[config.mk]
export PLATFORM = sky130hd
export DESIGN_NAME = host_rr_arbiter_flat
export DESIGN_NICKNAME = d
export VERILOG_FILES = /design/src/rtl/host_rr_arbiter_if.sv /design/src/rtl/host_rr_arbiter.sv /design/src/flat_wrapper.sv
export SDC_FILE = /design/constraint.sdc
export NUM_CORES = 1
export LEC_CHECK = 0
export ABC_AREA = 0
export BUFFER_PORTS_ARGS = -buffer_cell sky130_fd_sc_hd__buf_2
export CAP_MARGIN = 0
export CORE_AREA = 3 3 121 123
export CTS_CLUSTER_SIZE = 40
export DETAILED_ROUTE_END_ITERATION = 10
export DIE_AREA = 0 0 124 126
export GPL_ROUTABILITY_DRIVEN = 0
export HOLD_SLACK_MARGIN = 0.03
export PLACE_DENSITY_LB_ADDON = 0.05
export SYNTH_ARGS = -nofsm -noshare
export SYNTH_HDL_FRONTEND = slang
export SYNTH_SLANG_ARGS = --single-unit
[constraint.sdc]
create_clock -name clk_i -period 2.5 [get_ports clk_i]
set_clock_uncertainty 0.1 [all_clocks]
set_input_delay 0.25 -clock clk_i [delete_from_list [all_inputs] [get_ports clk_i]]
set_output_delay 0.25 -clock clk_i [all_outputs]
set_load 0.01 [all_outputs]
[src/rtl/host_rr_arbiter_if.sv]
// Host/device bus bundle for host_rr_arbiter: per-host request lanes plus the
// single shared device port. The arbiter uses the slave view; hosts+device use master.
interface host_rr_arbiter_if #(
    parameter int NrHosts      = 2,
    parameter int DataWidth    = 32,
    parameter int AddressWidth = 32
);
    // Host side
    logic [NrHosts-1:0]      host_req_i;
    logic [NrHosts-1:0]      host_we_i;
    logic [AddressWidth-1:0] host_addr_i  [NrHosts];
    logic [DataWidth/8-1:0]  host_be_i    [NrHosts];
    logic [DataWidth-1:0]    host_wdata_i [NrHosts];
    logic [NrHosts-1:0]      host_gnt_o;
    logic [NrHosts-1:0]      host_rvalid_o;
    logic [NrHosts-1:0]      host_err_o;
    logic [DataWidth-1:0]    host_rdata_o [NrHosts];

    // Device side
    logic                    dev_req_o;
    logic                    dev_we_o;
    logic [AddressWidth-1:0] dev_addr_o;
    logic [DataWidth/8-1:0]  dev_be_o;
    logic [DataWidth-1:0]    dev_wdata_o;
    logic                    dev_gnt_i;
    logic                    dev_rvalid_i;
    logic                    dev_err_i;
    logic [DataWidth-1:0]    dev_rdata_i;

    modport slave (
        input  host_req_i, host_we_i, host_addr_i, host_be_i, host_wdata_i,
        output host_gnt_o, host_rvalid_o, host_err_o, host_rdata_o,
        output dev_req_o, dev_we_o, dev_addr_o, dev_be_o, dev_wdata_o,
        input  dev_gnt_i, dev_rvalid_i, dev_err_i, dev_rdata_i
    );

    modport master (
        output host_req_i, host_we_i, host_addr_i, host_be_i, host_wdata_i,
        input  host_gnt_o, host_rvalid_o, host_err_o, host_rdata_o,
        input  dev_req_o, dev_we_o, dev_addr_o, dev_be_o, dev_wdata_o,
        output dev_gnt_i, dev_rvalid_i, dev_err_i, dev_rdata_i
    );
endinterface

[src/rtl/host_rr_arbiter.sv]
// Round-robin arbiter sharing one req/gnt/rvalid device port among NrHosts hosts;
// a small FIFO of granted host indices routes in-order responses back.
module host_rr_arbiter #(
    parameter int NrHosts        = 2,
    parameter int DataWidth      = 32,
    parameter int AddressWidth   = 32,
    parameter int MaxOutstanding = 4
) (
    input  logic              clk_i,
    input  logic              rst_i,
    host_rr_arbiter_if.slave  bus,
    output logic              resp_unexpected_o
);
    localparam int IdxW = (NrHosts > 1) ? $clog2(NrHosts) : 1;
    localparam int PtrW = (MaxOutstanding > 1) ? $clog2(MaxOutstanding) : 1;
    localparam int CntW = PtrW + 1;

    typedef logic [IdxW-1:0] idx_t;
    typedef logic [PtrW-1:0] ptr_t;
    typedef logic [CntW-1:0] cnt_t;

    typedef enum logic {
        ARB_IDLE,
        ARB_LOCKED
    } arb_state_e;

    arb_state_e state_q, state_d;
    idx_t       lock_idx_q, lock_idx_d;
    idx_t       last_grant_q;
    idx_t       sel_idx;
    logic       found;

    idx_t       fifo_mem [MaxOutstanding];
    ptr_t       wr_ptr_q, rd_ptr_q;
    cnt_t       count_q;
    logic       resp_unexpected_q;

    logic       any_req;
    logic       fifo_full;
    logic       fifo_empty;
    logic       dev_req;
    logic       accept;
    logic       pop;
    idx_t       head_idx;

    logic [AddressWidth-1:0] sel_addr;
    logic [DataWidth/8-1:0]  sel_be;
    logic [DataWidth-1:0]    sel_wdata;
    logic                    sel_we;

    function automatic idx_t rr_index(input idx_t base, input int offset);
        int sum;
        sum = int'(base) + offset;
        if (sum >= NrHosts) sum = sum - NrHosts;
        return idx_t'(sum);
    endfunction

    assign any_req    = |bus.host_req_i;
    assign fifo_full  = (count_q == cnt_t'(MaxOutstanding));
    assign fifo_empty = (count_q == '0);

    // Full is judged on the registered count only, so a same-cycle pop never
    // reopens the device port and dev_rvalid_i has no path to dev_req_o.
    assign dev_req = !rst_i && any_req && !fifo_full;
    assign accept  = dev_req && bus.dev_gnt_i;
    assign pop     = bus.dev_rvalid_i && !fifo_empty;
    assign head_idx = fifo_mem[rd_ptr_q];

    // NOTE: always_comb uses blocking assignments with every output defaulted
    // first, so no path leaves a signal unassigned and no latch is inferred.
    always_comb begin
        sel_idx = last_grant_q;
        found   = 1'b0;
        for (int k = 1; k <= NrHosts; k++) begin
            if (!found && bus.host_req_i[rr_index(last_grant_q, k)]) begin
                sel_idx = rr_index(last_grant_q, k);
                found   = 1'b1;
            end
        end
        if (state_q == ARB_LOCKED) sel_idx = lock_idx_q;
    end

    // A request shown to the device but not granted pins the selection until accepted.
    always_comb begin
        state_d    = state_q;
        lock_idx_d = lock_idx_q;
        case (state_q)
            ARB_IDLE: begin
                if (dev_req && !bus.dev_gnt_i) begin
                    state_d    = ARB_LOCKED;
                    lock_idx_d = sel_idx;
                end
            end
            ARB_LOCKED: begin
                if (accept) state_d = ARB_IDLE;
            end
            default: state_d = ARB_IDLE;
        endcase
    end

    // NOTE: sequential state uses non-blocking assignments so every register
    // samples pre-edge values regardless of process ordering.
    always_ff @(posedge clk_i or posedge rst_i) begin
        if (rst_i) begin
            state_q    <= ARB_IDLE;
            lock_idx_q <= '0;
        end else begin
            state_q    <= state_d;
            lock_idx_q <= lock_idx_d;
        end
    end

    always_ff @(posedge clk_i or posedge rst_i) begin
        if (rst_i) begin
            last_grant_q      <= idx_t'(NrHosts - 1);
            wr_ptr_q          <= '0;
            rd_ptr_q          <= '0;
            count_q           <= '0;
            resp_unexpected_q <= 1'b0;
        end else begin
            if (accept) begin
                last_grant_q <= sel_idx;
                wr_ptr_q     <= wr_ptr_q + 1'b1;
            end
            if (pop) rd_ptr_q <= rd_ptr_q + 1'b1;
            case ({accept, pop})
                2'b10:   count_q <= count_q + 1'b1;
                2'b01:   count_q <= count_q - 1'b1;
                default: count_q <= count_q;
            endcase
            if (bus.dev_rvalid_i && fifo_empty) resp_unexpected_q <= 1'b1;
        end
    end

    // NOTE: the FIFO storage has no reset; validity is tracked by the reset
    // pointers and count, so clearing the array would only add reset fan-out.
    always_ff @(posedge clk_i) begin
        if (accept) fifo_mem[wr_ptr_q] <= sel_idx;
    end

    always_comb begin
        sel_addr  = bus.host_addr_i[sel_idx];
        sel_be    = bus.host_be_i[sel_idx];
        sel_wdata = bus.host_wdata_i[sel_idx];
        sel_we    = bus.host_we_i[sel_idx];
    end

    assign bus.dev_req_o   = dev_req;
    assign bus.dev_we_o    = dev_req && sel_we;
    assign bus.dev_addr_o  = dev_req ? sel_addr  : '0;
    assign bus.dev_be_o    = dev_req ? sel_be    : '0;
    assign bus.dev_wdata_o = dev_req ? sel_wdata : '0;

    always_comb begin
        for (int i = 0; i < NrHosts; i++) begin
            bus.host_gnt_o[i]    = accept && (sel_idx == idx_t'(i));
            bus.host_rvalid_o[i] = pop && (head_idx == idx_t'(i));
            bus.host_err_o[i]    = pop && (head_idx == idx_t'(i)) && bus.dev_err_i;
            bus.host_rdata_o[i]  = (pop && (head_idx == idx_t'(i))) ? bus.dev_rdata_i : '0;
        end
    end

    assign resp_unexpected_o = resp_unexpected_q;
endmodule
[src/flat_wrapper.sv]
// flat-port wrapper written by rule: the top's interface ports become plain ports
module host_rr_arbiter_flat 
#(
    parameter int NrHosts        = 2,
    parameter int DataWidth      = 32,
    parameter int AddressWidth   = 32,
    parameter int MaxOutstanding = 4
)
  (clk_i, rst_i, resp_unexpected_o, bus_host_req_i, bus_host_we_i, bus_host_addr_i, bus_host_be_i, bus_host_wdata_i, bus_host_gnt_o, bus_host_rvalid_o, bus_host_err_o, bus_host_rdata_o, bus_dev_req_o, bus_dev_we_o, bus_dev_addr_o, bus_dev_be_o, bus_dev_wdata_o, bus_dev_gnt_i, bus_dev_rvalid_i, bus_dev_err_i, bus_dev_rdata_i);
  host_rr_arbiter_if #(.NrHosts(NrHosts), .DataWidth(DataWidth), .AddressWidth(AddressWidth)) bus_i ();
  input  logic clk_i;
  input  logic rst_i;
  output logic resp_unexpected_o;
  input wire logic [$bits(bus_i.host_req_i)-1:0] bus_host_req_i;
  input wire logic [$bits(bus_i.host_we_i)-1:0] bus_host_we_i;
  input wire logic [$bits(bus_i.host_addr_i)-1:0] bus_host_addr_i;
  input wire logic [$bits(bus_i.host_be_i)-1:0] bus_host_be_i;
  input wire logic [$bits(bus_i.host_wdata_i)-1:0] bus_host_wdata_i;
  output wire logic [$bits(bus_i.host_gnt_o)-1:0] bus_host_gnt_o;
  output wire logic [$bits(bus_i.host_rvalid_o)-1:0] bus_host_rvalid_o;
  output wire logic [$bits(bus_i.host_err_o)-1:0] bus_host_err_o;
  output wire logic [$bits(bus_i.host_rdata_o)-1:0] bus_host_rdata_o;
  output wire logic [$bits(bus_i.dev_req_o)-1:0] bus_dev_req_o;
  output wire logic [$bits(bus_i.dev_we_o)-1:0] bus_dev_we_o;
  output wire logic [$bits(bus_i.dev_addr_o)-1:0] bus_dev_addr_o;
  output wire logic [$bits(bus_i.dev_be_o)-1:0] bus_dev_be_o;
  output wire logic [$bits(bus_i.dev_wdata_o)-1:0] bus_dev_wdata_o;
  input wire logic [$bits(bus_i.dev_gnt_i)-1:0] bus_dev_gnt_i;
  input wire logic [$bits(bus_i.dev_rvalid_i)-1:0] bus_dev_rvalid_i;
  input wire logic [$bits(bus_i.dev_err_i)-1:0] bus_dev_err_i;
  input wire logic [$bits(bus_i.dev_rdata_i)-1:0] bus_dev_rdata_i;
  assign bus_i.host_req_i = bus_host_req_i;
  assign bus_i.host_we_i = bus_host_we_i;
  assign bus_i.host_addr_i = {>>{bus_host_addr_i}};
  assign bus_i.host_be_i = {>>{bus_host_be_i}};
  assign bus_i.host_wdata_i = {>>{bus_host_wdata_i}};
  assign bus_host_gnt_o = bus_i.host_gnt_o;
  assign bus_host_rvalid_o = bus_i.host_rvalid_o;
  assign bus_host_err_o = bus_i.host_err_o;
  assign bus_host_rdata_o = {>>{bus_i.host_rdata_o}};
  assign bus_dev_req_o = bus_i.dev_req_o;
  assign bus_dev_we_o = bus_i.dev_we_o;
  assign bus_dev_addr_o = bus_i.dev_addr_o;
  assign bus_dev_be_o = bus_i.dev_be_o;
  assign bus_dev_wdata_o = bus_i.dev_wdata_o;
  assign bus_i.dev_gnt_i = bus_dev_gnt_i;
  assign bus_i.dev_rvalid_i = bus_dev_rvalid_i;
  assign bus_i.dev_err_i = bus_dev_err_i;
  assign bus_i.dev_rdata_i = bus_dev_rdata_i;
  host_rr_arbiter #(.NrHosts(NrHosts), .DataWidth(DataWidth), .AddressWidth(AddressWidth), .MaxOutstanding(MaxOutstanding)) u_core (.clk_i(clk_i), .rst_i(rst_i), .bus(bus_i), .resp_unexpected_o(resp_unexpected_o));
endmodule
==> impl_results.md <==
* Routed vias/inst at around 5.7
* Iteration-0 DRC Markers at 386
* DRC at 0
* Clk Latency, worst-skew pair at ~0.24 ns
* Cell count after synthesis at 528
* Most frequent cells in the layout: buf_2 (317), o211ai_1 (69), nand4_1 (69), a22oi_1 (69), a31oi_1 (68)
* Placement Setup Slack at ~0.27 ns
* Total CTS buffers at 3
* # H-tree levels at 1
* Ant diodes at 0
* Fill cells at approximately 1500
* Syn_nets at about 700
* Leakage power at 2.612 nW
* Post-Place Cell Area at ~5200 sq um
* IO Pins at 318
* Worst path required time at 2.15 ns
* Rel. slew slack at 0.6273
* Die Wd at 124 um
* Total GRT Usage at 0.2035
* Start point of the critical path: rst_i
* Area of the multi-input gates at around 2700 sq um
* FP Rows at 43
* Yosys warning count at 0
* DR WL/cell at between 15 and 20 um
* Slew Viols, Final at 0
* # setup viols final at 0
* RSZ-0062 raised after global routing: false
* Cell area after layout at between 5000 and 6000 sq um
* FF+latch area at 396.6 sq um
* Peak supply drop at between 0.4 and 0.5 mV
* WHS at 0.1216 ns
* Detailed placer's ending HPWL at approximately 13 mm
* Total core area at approximately 14000 sq um
* FF-to-FF Start: u_core.count_q[0]
* Mapped Avg Cell Area at about 6.7 sq um
* Mapped cell area at approximately 3500 sq um
* Fin Setup TNS at 0 ns
* # port buffers at 317
* R2r setup slk at approximately 0.26 ns
* Iteration count of the initial detailed-routing pass at 6
* Starting density of the core at 0.2570
* P per Cell Area at about 850 nW/um^2
* CP Launch Type: input port
* Yosys reg bits at 15
* Via Count at about 5500
* Crit end category: output pin
* Final Util at 0.3862
* Clock-pin slew on the worst setup and hold paths at around 0.050 ns
* Remaining antenna violation count after routing at 0
* Clock Sinks at 15
* Most common cell after layout, fill and taps aside: buf_2
* Reg2Reg Depth at 9
* Max-cap viol count at 0
* Fin nets at between 900 and 1000
* Post-synthesis cell type count at 36
* Largest net degree at the start of global routing at a little over 70
* Root Buffer: clkbuf_16
* Hold depth at 2
* Worst-Margin Slew at between 0.5 and 0.6 ns
* First-pass GRT wire length at around 26 mm
* Layout area overhead at 50.27%
* Share of cells above drive strength 1 at 0.4510
* Die Height at 126 um
* Initial antenna violation count at 1
* CP arrival at between 2 and 2.5 ns
* Final hold violation count at 0
* CTS tree: done
* Status: completed
* Worst Setup EP: bus_dev_be_o[3]
* Vias in the first global route at 5191
* Register area share after synthesis at 0.1121
* Max Fclk at around 0.41 GHz
* Reg2reg end: u_core.count_q[2]
* Post-route minimum period at around 2.4 ns
* Hold crit path type: in -> reg
* Maximum clock path buffer count at 2
* Crit Path Max Fanout at a little over 40
* Final setup margin at about 0.059 ns
* Routed wire length at 17.51 mm
* Full die area at about 16000 sq um
* Tcrit/Tclk final at 0.9764
* Total gr overflow at 0
* WS Path Type: in -> out
metal layers:
layer,up-vias,track usage,share of wire
met3,30,0.04535,0.092
met4,2,0.04510,0.021
met1,2569,0.2437,0.38
met5,-,0,0.0010
li1,2633,-,-
met2,310,0.3668,0.50
area by class of cell:
type	count	area share
Sequential cell	15	0.07457
Timing Repair Buffer	337	0.3442
Multi-Input combinational cell	419	0.5166
Inverter	10	0.007528
Clock buffer	4	0.01482
Tap cell	180	0.04234
how the worst min path moves through the flow:
stage	to	startpoint
after floorplan	asynchronous set/reset pin	rst_i
after global placement	u_core.rd_ptr_q[1]	rst_i
after detailed placement	u_core.resp_unexpected_o	rst_i
after CTS	u_core.lock_idx_q	bus_dev_gnt_i
after global routing	u_core.lock_idx_q	bus_dev_gnt_i
final	u_core.lock_idx_q	bus_dev_gnt_i
report_power, final:
group          internal (mW)  switching, mW  total (mW)
combinational           1.41           2.34        3.74
clock                  0.215         0.0908       0.306
sequential             0.368          0.105       0.473
kinds of logic after synthesis:
group / count (synthesis) / share of synthesized area
compound gates: 214 / 0.4302
xor+xnor: 6 / 0.01485
flops: 15 / 0.1121
simple gates: 189 / 0.2853
buf+inv: 94 / 0.1188
fa+ha+maj: 6 / 0.02333
mux: 4 / 0.01555
worst max-delay path, stage by stage:
cell and delay [ns]:
dlygate4sd3_1 0.55, buf_2 0.14, o21bai_1 0.19, or2_2 0.34, buf_12 0.19, a31oi_1 0.24
buf_2 0.18
Yosys cell counts:
library cell	count	area (sq um)
and2_1	8	50.05
buf_2	20	100.1
mux2i_1	1	10.01
buf_4	3	22.52
clkbuf_1	56	210.2
o41ai_1	2	17.52
dfrtp_1	10	250.2
nor3_2	1	10.01
nor2_2	1	6.260
edfxtp_1	4	120.1
clkbuf_2	1	5.000
mux2_2	2	22.52
a31oi_1	69	431.7
nand2_1	36	135.1
nor3_1	2	10.01
xor2_1	3	26.28
fa_1	1	20.02
and3_1	33	206.5
or2_2	2	12.51
a31o_1	1	8.760
nor2_1	34	127.6
nand4_1	69	431.7
inv_1	10	37.54
nor3b_1	1	7.510
dfstp_2	1	26.28
a21o_1	1	7.510
ha_1	5	62.56
mux4_2	1	22.52
o21bai_1	1	7.510
xnor2_1	3	26.28
o31a_1	1	8.760
o211ai_1	69	518.0
nor2b_1	2	12.51
buf_6	4	45.04
a22oi_1	69	518.0
a21oi_1	1	5.000
registers in the layout, summed over array words and instances, names as in the netlist, named ones only:
name and cells:
u_core.wr_ptr_q 2, u_core.lock_idx_q 1, u_core.count_q 3, u_core.fifo_mem 4, u_core.last_grant_q 1, u_core.rd_ptr_q 2, u_core.resp_unexpected_o 1
what timing repair did:
item	4_1_cts	5_1_grt
resized for setup	0	2
endpoints found under the hold margin	10	0
setup buffers	0	0
endpoints found under the setup margin	0	9
hold buffers	1	0
stage by stage:
stage / power (mW) / cells
after floorplan: 2.947 / 528
after global placement: 4.146 / 960
after detailed placement: 4.219 / 960
after CTS: 4.544 / 965
after global routing: 4.929 / 965
final: 4.523 / 965
Power figures use the tool's default switching activity.
